[src/rtl/alu_wb_pkg.sv]
// Shared types and branch-condition codes for the ALU write-back stage.
package alu_wb_pkg;

  localparam int WB_DW = 32;
  localparam int WB_AW = 5;

  localparam logic [2:0] BR_NEVER  = 3'b000;
  localparam logic [2:0] BR_CY     = 3'b001;
  localparam logic [2:0] BR_NCY    = 3'b010;
  localparam logic [2:0] BR_Z      = 3'b011;
  localparam logic [2:0] BR_NZ     = 3'b100;
  localparam logic [2:0] BR_S      = 3'b101;
  localparam logic [2:0] BR_NS     = 3'b110;
  localparam logic [2:0] BR_ALWAYS = 3'b111;

  typedef struct packed {
    logic [WB_DW-1:0] result;
    logic [WB_AW-1:0] rd;
    logic             wen;
  } wb_entry_t;

  typedef struct packed {
    logic z;
    logic s;
    logic c;
  } flags_t;

endpackage

[src/rtl/alu_wb_fifo.sv]
// Generic DEPTH x W synchronous FIFO with async active-high reset and occupancy count.
module alu_wb_fifo #(
  parameter int DEPTH = 2,
  parameter int W     = 38
) (
  input  logic                       clk,
  input  logic                       rst,
  input  logic                       push_i,
  input  logic [W-1:0]               push_data_i,
  input  logic                       pop_i,
  output logic [W-1:0]               head_o,
  output logic                       valid_o,
  output logic [$clog2(DEPTH):0]     count_o
);

  localparam int PW = $clog2(DEPTH);
  localparam int CW = PW + 1;

  logic [W-1:0]  mem_q [DEPTH];
  logic [PW-1:0] wr_ptr_q, wr_ptr_d;
  logic [PW-1:0] rd_ptr_q, rd_ptr_d;
  logic [CW-1:0] count_q, count_d;

  // Pointers wrap naturally because DEPTH is a power of two.
  always_comb begin
    wr_ptr_d = wr_ptr_q;
    rd_ptr_d = rd_ptr_q;
    count_d  = count_q;
    if (push_i) wr_ptr_d = wr_ptr_q + PW'(1);
    if (pop_i)  rd_ptr_d = rd_ptr_q + PW'(1);
    case ({push_i, pop_i})
      2'b10:   count_d = count_q + CW'(1);
      2'b01:   count_d = count_q - CW'(1);
      default: count_d = count_q;
    endcase
  end

  always_ff @(posedge clk or posedge rst) begin
    if (rst) begin
      wr_ptr_q <= '0;
      rd_ptr_q <= '0;
      count_q  <= '0;
    end else begin
      wr_ptr_q <= wr_ptr_d;
      rd_ptr_q <= rd_ptr_d;
      count_q  <= count_d;
    end
  end

  always_ff @(posedge clk) begin
    if (push_i) mem_q[wr_ptr_q] <= push_data_i;
  end

  assign head_o  = mem_q[rd_ptr_q];
  assign valid_o = (count_q != '0);
  assign count_o = count_q;

endmodule

[src/rtl/alu_wb_stage.sv]
// Execute-to-writeback stage: result FIFO, architectural flags, branch condition.
// Optional same-cycle bypass into wb_* when empty: define ALU_WB_BYPASS_EN.
module alu_wb_stage
  import alu_wb_pkg::*;
#(
  parameter int DEPTH = 2,
  parameter int AW    = WB_AW,
  parameter int DW    = WB_DW
) (
  input  logic                   clk,
  input  logic                   rst,
  input  logic                   in_valid,
  output logic                   in_ready,
  input  logic [DW-1:0]          in_result,
  input  logic                   in_fzero,
  input  logic                   in_fsign,
  input  logic                   in_fcarry,
  input  logic [AW-1:0]          in_rd,
  input  logic                   in_wen,
  input  logic                   in_setflags,
  output logic                   wb_valid,
  input  logic                   wb_ready,
  output logic [DW-1:0]          wb_data,
  output logic [AW-1:0]          wb_addr,
  output logic                   wb_en,
  output logic                   flag_z,
  output logic                   flag_s,
  output logic                   flag_c,
  input  logic [2:0]             br_cond,
  output logic                   br_taken,
  output logic [$clog2(DEPTH):0] count
);

  localparam int CW = $clog2(DEPTH) + 1;
  localparam int EW = $bits(wb_entry_t);

  wb_entry_t     in_entry, head_entry, wb_entry;
  logic          fifo_valid, fifo_push, fifo_pop, accept;
  logic [CW-1:0] fifo_count;
  flags_t        flags_q, flags_d;

  assign in_entry.result = in_result;
  assign in_entry.rd     = in_rd;
  assign in_entry.wen    = in_wen;

  // in_ready depends only on registered occupancy, never on wb_ready.
  assign in_ready = (fifo_count < CW'(DEPTH));
  assign accept   = in_valid & in_ready;
  assign fifo_pop = fifo_valid & wb_ready;

`ifdef ALU_WB_BYPASS_EN
  logic bypass;
  assign bypass    = ~fifo_valid & in_valid;
  assign wb_valid  = fifo_valid | bypass;
  assign wb_entry  = bypass ? in_entry : head_entry;
  assign fifo_push = accept & ~(bypass & wb_ready);
`else
  assign wb_valid  = fifo_valid;
  assign wb_entry  = head_entry;
  assign fifo_push = accept;
`endif

  alu_wb_fifo #(
    .DEPTH (DEPTH),
    .W     (EW)
  ) u_fifo (
    .clk         (clk),
    .rst         (rst),
    .push_i      (fifo_push),
    .push_data_i (in_entry),
    .pop_i       (fifo_pop),
    .head_o      (head_entry),
    .valid_o     (fifo_valid),
    .count_o     (fifo_count)
  );

  assign wb_data = wb_entry.result;
  assign wb_addr = wb_entry.rd;
  assign wb_en   = wb_valid & wb_entry.wen;
  assign count   = fifo_count;

  // Flags follow the accepted instruction, independent of write-back timing.
  always_comb begin
    flags_d = flags_q;
    if (accept && in_setflags) begin
      flags_d.z = in_fzero;
      flags_d.s = in_fsign;
      flags_d.c = in_fcarry;
    end
  end

  always_ff @(posedge clk or posedge rst) begin
    if (rst) flags_q <= '0;
    else     flags_q <= flags_d;
  end

  assign flag_z = flags_q.z;
  assign flag_s = flags_q.s;
  assign flag_c = flags_q.c;

  always_comb begin
    br_taken = 1'b0;
    case (br_cond)
      BR_NEVER:  br_taken = 1'b0;
      BR_CY:     br_taken = flags_q.c;
      BR_NCY:    br_taken = ~flags_q.c;
      BR_Z:      br_taken = flags_q.z;
      BR_NZ:     br_taken = ~flags_q.z;
      BR_S:      br_taken = flags_q.s;
      BR_NS:     br_taken = ~flags_q.s;
      BR_ALWAYS: br_taken = 1'b1;
      default:   br_taken = 1'b0;
    endcase
  end

endmodule

[config.mk]
export PLATFORM = sky130hd
export DESIGN_NAME = alu_wb_stage
export DESIGN_NICKNAME = d
export VERILOG_FILES = /design/src/rtl/alu_wb_pkg.sv /design/src/rtl/alu_wb_fifo.sv /design/src/rtl/alu_wb_stage.sv
export SDC_FILE = /design/constraint.sdc
export NUM_CORES = 1
export LEC_CHECK = 0
export ABC_AREA = 1
export CAP_MARGIN = 20
export CORE_UTILIZATION = 43
export CTS_BUF_LIST = sky130_fd_sc_hd__clkbuf_4 sky130_fd_sc_hd__clkbuf_8
export DETAILED_ROUTE_END_ITERATION = 7
export GPL_ROUTABILITY_DRIVEN = 0
export GPL_TIMING_DRIVEN = 0
export PLACE_DENSITY_LB_ADDON = 0.08
export SYNTH_ARGS = -nofsm -noshare
export SYNTH_HDL_FRONTEND = slang
export SYNTH_SLANG_ARGS = --single-unit
[constraint.sdc]
create_clock -name clk -period 3 [get_ports clk]
set_clock_uncertainty 0.2 [all_clocks]
set_input_delay 0.6 -clock clk [delete_from_list [all_inputs] [get_ports clk]]
set_output_delay 0.6 -clock clk [all_outputs]
set_load 0.02 [all_outputs]
* Word level (Yosys, flattened, before mapping)
Memory sizes are Yosys's and may differ from the RTL's.
Cells that the tools add are included.
** Operators by class
- Add/subtract/negate cells :: 4
- $mul :: 0
- Div/mod/pow operators :: 0
- Order comparisons :: 1
- Equal/unequal tests :: 9
- Shift operators :: 0
- Multiplexer cells :: 4
- Bitwise gates (word level) :: 6
- Reductions and logical operators :: 4
** Operators with widths (number)
- $eq 3x3->1 const B :: 4
- $pmux 1 s8 :: 1
- $eq 3x2->1 const B :: 2
- $pmux 2 s2 :: 1
- $reduce_bool 2->1 :: 2
- $and 1x1->1 :: 3
- $eq 3x1->1 const B :: 1
- $logic_not 3->1 :: 1
- $not 1->1 :: 3
- $add 1x1->1 const B :: 2
- $add 2x1->2 const B :: 1
- $eq 2x1->1 const B :: 1
- $eq 2x2->1 const B :: 1
- $lt 2x2->1 const B :: 1
- $mux 1 :: 2
- $sub 2x1->2 const B :: 1
- $logic_and 1x1->1 :: 1
** Storage, ports and cells
- Register bits :: 7
- Latch bits :: 0
- Bits in writable memories :: 76
- Bits in read-only memories :: 0
- Input bits :: 49
- Output and inout port bits :: 46
- Memories :: 1
** Memory list
- u_fifo.mem_q :: depth 2, bits a word 38, read ports 1, clocked after memory_dff 0, wr ports 1, line alu_wb_fifo.sv:19 : logic [W-1:0] mem_q [DEPTH];

* Longest topological paths before layout
- Depth in word-level cells :: 4
- Mapped depth :: 9
- Depth with buffers taken out :: 9

* Cells and area by module
From an unflattened synthesis, not the netlist that was laid out.
** Second synthesis, totals
- Cells, all modules :: 260
- Area, all modules :: 3244.4 um^2
** Modules (own cells, without submodules)
- alu_wb_fifo :: instances 1, cells an instance 222, area each 3019.1 um^2, sequential area each 2382.3 um^2
- alu_wb_stage :: instances 1, cells an instance 38, area each 225.2 um^2, sequential area each 75.1 um^2

* Worst setup path after synthesis
Ideal clock, no wire load.
- Path type :: reg2reg
- Start :: register u_fifo.count_q[1] (netlist: u_fifo.count_o[1])
- End :: memory u_fifo.mem_q[0][0], enable pin
- Data arrival time :: 2472 ps
- Data required time :: 2367 ps
- Slack :: -105 ps
- Stages on the path, launching flop included :: 4
- Path buffers :: 0
- Path through :: dfrtp_1 -> inv_1 -> nand2_1 -> nor2_1
** Between the ends
- Word-level cells in the longest chain between the ends :: 4
** RTL lines
- start, declared :: line alu_wb_fifo.sv:22 : logic [CW-1:0] count_q, count_d;
- start signal, assigned :: line alu_wb_fifo.sv:46 : count_q <= count_d;
- $lt 2x2->1 :: line alu_wb_stage.sv:47 : assign in_ready = (fifo_count < CW'(DEPTH));
- net in_ready :: line alu_wb_stage.sv:13 : output logic in_ready,
- $and 1x1->1 :: line alu_wb_stage.sv:48 : assign accept = in_valid & in_ready;
- $mux 1 :: line alu_wb_fifo.sv:51 : if (push_i) mem_q[wr_ptr_q] <= push_data_i;
- $mux 1 (not written as such) :: line alu_wb_fifo.sv:51
- end, declared :: line alu_wb_fifo.sv:19
The timed path passes the listed nets, and every way through them passes these cells.

* Final worst setup path
- Start :: input port br_cond[2]
- End :: output port br_taken
** Between the ends
- Word-level cells in the longest chain between the ends :: 2
- Elaborated cells between the ends (all ways) :: 9
** RTL lines
- start, declared :: line alu_wb_stage.sv:29 : input logic [2:0] br_cond,
- $eq 3x3->1, or another cell as far along :: line alu_wb_stage.sv:103 : case (br_cond)
- $pmux 1 s8 * :: line alu_wb_stage.sv:103
- end, declared :: line alu_wb_stage.sv:30 : output logic br_taken,
Every way passes the cells marked *; elsewhere a longest branch is shown, timed or not.

==> results.txt <==
- Placement row count: 30
* Total number of clock tree sinks: 83
- In this run, placement finished with an instance count of 444.
- Post-Synthesis Cell Area: 0.003159 mm2
- Leak pwr: 1.793 nW
* Least-Margin Pin Slew: 0.4758 ns
- Mean post-synth cell area: 12.54 um2
* Max Fanout on Critical Path: 3
* Total clock buffers created by CTS: 9
* Clock tree root buffer cell: sky130_fd_sc_hd__clkbuf_8
- Largest buffer count on any clock path: 2
* Area share of the leading cell type in the synthesized netlist: 0.7224
- Worst slew slack as a fraction of its limit: 0.6821
- I/O pins: 95
- STA classifies the critical path startpoint as an input pin.
- Overall routing resource usage: 0.1712
- Number of setup violations in the final report: 0
- Pin count of the biggest net entering global routing: 32
- After detailed routing, the average wire length per cell comes to 13.19 um.
* Post-CTS repair timing setup buffer count: 0
- X dimension of the die: 87.72 um
- Wire length of the first global-routing pass: 9.549 mm
- Run status: finished clean
* Number of search-and-repair iterations in the first detailed-routing pass: 4
- Count of H-tree levels built during CTS: 3
- In this run, synthesis produced a sequential element count of 83.
* Library cells used by synthesis: 18
* Data required time at the worst endpoint: 2.20 ns
- Top cell type by total area after synthesis: sky130_fd_sc_hd__edfxtp_1
- For flop-to-flop paths, the worst setup slack is 1.06 ns.
* Commonest register cell after synthesis: sky130_fd_sc_hd__edfxtp_1
* Initial Util: 0.4550
* Number of standard cells in the final layout excluding fillers: 460
* Worst reg2reg endpoint: u_fifo.mem_q[0][16]
- Power density relative to cell area: 984.7 mW/mm2
* Share of the core filled with cells in the final layout: 0.6463
* Power, Total: 4.419 mW
* Clock transition at the register clock pins on the worst setup and hold paths after CTS: 0.08 ns
* Top achievable clock speed: 351.7 MHz
- In the final design database the tool counted 409 nets.
- During placement, the flow inserted port buffers numbering 94.
- Final WL: 6.068 mm
* Synth top cells by count: sky130_fd_sc_hd__nand2_1 (125), sky130_fd_sc_hd__edfxtp_1 (76), sky130_fd_sc_hd__inv_1 (12)
- Share of flip-flops with an asynchronous set or reset: 0.08434
- Overflow left after global routing: 0
* Type of destination of the critical path: primary output
* Proportion of synthesized chip area in sequential cells: 0.7778
* Vias per cell: 4.565
* Die height: 87.72 um
* Hold violation total from the final report: 0
- TritonCTS built the clock tree.
* Routed vias: 2100
- Launch point of the worst path: br_cond[2]
- Logic depth of the worst register-to-register path: 4
* Fraction of final layout cells with drive strength greater than 1: 0.07692
- Initial DRC count: 107
- DRC Markers: 0
- The min-delay analysis places its worst path in the category input pin to async pin.
- The clock period could shrink to 2.843 ns.
* RSZ-0062 raised after global routing: false
* Number of global-route vias before repair: 2121
- Period utilization: 0.9477
* Peak supply drop: 0.5019 mV
- Max_cap viols: 0
* Instance count of the mapped netlist: 252
* Initial antenna violation count: 0
- Following the worst setup path forward leads to its endpoint at br_taken.
* Full die area: 0.007694 mm2
- STA puts the critical path data arrival time at 2.04 ns.
- By instance count, the leading cell after synthesis is sky130_fd_sc_hd__nand2_1.
* Insertion delay of the later-clocked pin in the worst-skew pair: 0.34 ns
- Final Slew Violations: 0
* Area growth from synthesis to layout: 42.06%
* Nets in the synthesized netlist: 302
* Worst setup path class: input pin to primary output
- The Yosys step of the flow raised 0 warnings.
- Critical register-to-register path startpoint: u_fifo.count_o[1]
- Yosys attributes the largest share of cell area to sky130_fd_sc_hd__edfxtp_1 (72%), sky130_fd_sc_hd__nand2_1 (15%), sky130_fd_sc_hd__dfrtp_1 (5.5%).
- 0 antenna diodes ended up in the layout.
- In this run the standard cell core region covers 0.006944 mm2.
* Placed wire-length estimate: 4.054 mm
- Number of flops mapped to enable cells by yosys: 76
* Antenna-violating nets left: 0
-- timing repair --
item                                    in CTS  in global routing
endpoints found under the setup margin       0                  1
hold buffers                                 0                  0
gates resized for setup                      0                  2
hold endpoints to repair                     0                  0
-- state kept, by name, indices dropped and copies added, names as in the netlist --
register,count
u_fifo.rd_ptr_q,1
flag_c,1
flag_s,1
flag_z,1
u_fifo.wr_ptr_q,1
u_fifo.count_o,2
u_fifo.mem_q,76
-- cells in the final DEF (no fill, tap or decap), types with 2 or more instances in the layout --
cell type / n
sky130_fd_sc_hd__a21oi_1: 3
sky130_fd_sc_hd__nor2_4: 2
sky130_fd_sc_hd__clkinv_1: 2
sky130_fd_sc_hd__inv_1: 12
sky130_fd_sc_hd__clkbuf_8: 9
sky130_fd_sc_hd__buf_4: 4
sky130_fd_sc_hd__bufinv_16: 2
sky130_fd_sc_hd__buf_12: 2
sky130_fd_sc_hd__nand3_1: 4
sky130_fd_sc_hd__dfrtp_1: 7
sky130_fd_sc_hd__clkdlybuf4s50_1: 94
sky130_fd_sc_hd__o21ai_0: 4
sky130_fd_sc_hd__xor2_1: 2
sky130_fd_sc_hd__nor2_1: 4
sky130_fd_sc_hd__buf_2: 2
sky130_fd_sc_hd__nand2_1: 125
sky130_fd_sc_hd__edfxtp_1: 76
-- metal layers --
layer  vias up  global-route usage  routed length (um)
li1       1047                   -                   -
met1       988              0.1968                2619
met2        57              0.2981                3083
met3         8             0.05184                 277
met4         0             0.07004                  87
met5         -                   0                   0
-- worst max-delay path: stages --
cell	delay [ns]
sky130_fd_sc_hd__clkdlybuf4s50_1	0.45
sky130_fd_sc_hd__inv_1	0.06
sky130_fd_sc_hd__o21ai_0	0.17
sky130_fd_sc_hd__nand2_1	0.08
sky130_fd_sc_hd__nand3_1	0.09
sky130_fd_sc_hd__clkdlybuf4s50_1	0.60
-- cell type report --
class	instances	area (um2)
flip-flops and latches	83	2457
fillers	528	2456
repair buffers	96	980.9
multi-input cells	148	613.1
clock buffers	10	131.4
well taps	96	120.1
clock inverters	6	80.08
plain buffers	8	56.30
inverters	13	48.80
-- through the flow --
step	setup slack (ns)	TNS, ns	instance area [um2]	hold WS [ns]
2_1_floorplan	-0.1054	-8.010	3159	0.2034
3_3_place_gp	-1.447	-109.41	4220	0.2838
3_5_place_dp	0.1606	0	4275	0.2944
4_1_cts	0.1375	0	4487	0.2929
5_1_grt	0.06327	0	4488	0.3240
6_report	0.1570	0	4488	0.2924
-- logic make-up (layout without fill, tap and decap cells) --
kind of cell    Yosys count  in the layout  synth area share
xor+xnor                  3              3          0.008318
compound gates            7              7           0.01109
simple gates            137            137            0.1659
fa+ha+maj                 1              1          0.003960
flops                    83             83            0.7778
buf+inv                  21            133           0.03287
-- worst min-delay path by stage --
stage                       from                 to  slack, ns
6_report                     rst             flag_c       0.29
5_1_grt                      rst             flag_s       0.32
4_1_cts                      rst             flag_s       0.29
3_5_place_dp   u_fifo.count_o[1]  u_fifo.count_o[1]       0.29
3_3_place_gp   u_fifo.count_o[1]  u_fifo.count_o[1]       0.28
2_1_floorplan                rst             flag_c       0.20
-- report_power, final --
part / switching (mW) / leakage, nW / internal (mW) / total, mW
clock network: 0.376 / 0.105 / 0.471 / 0.848
logic: 1.10 / 0.906 / 0.843 / 1.94
registers: 0.0848 / 0.782 / 1.55 / 1.63
Power figures use the tool's default switching activity.
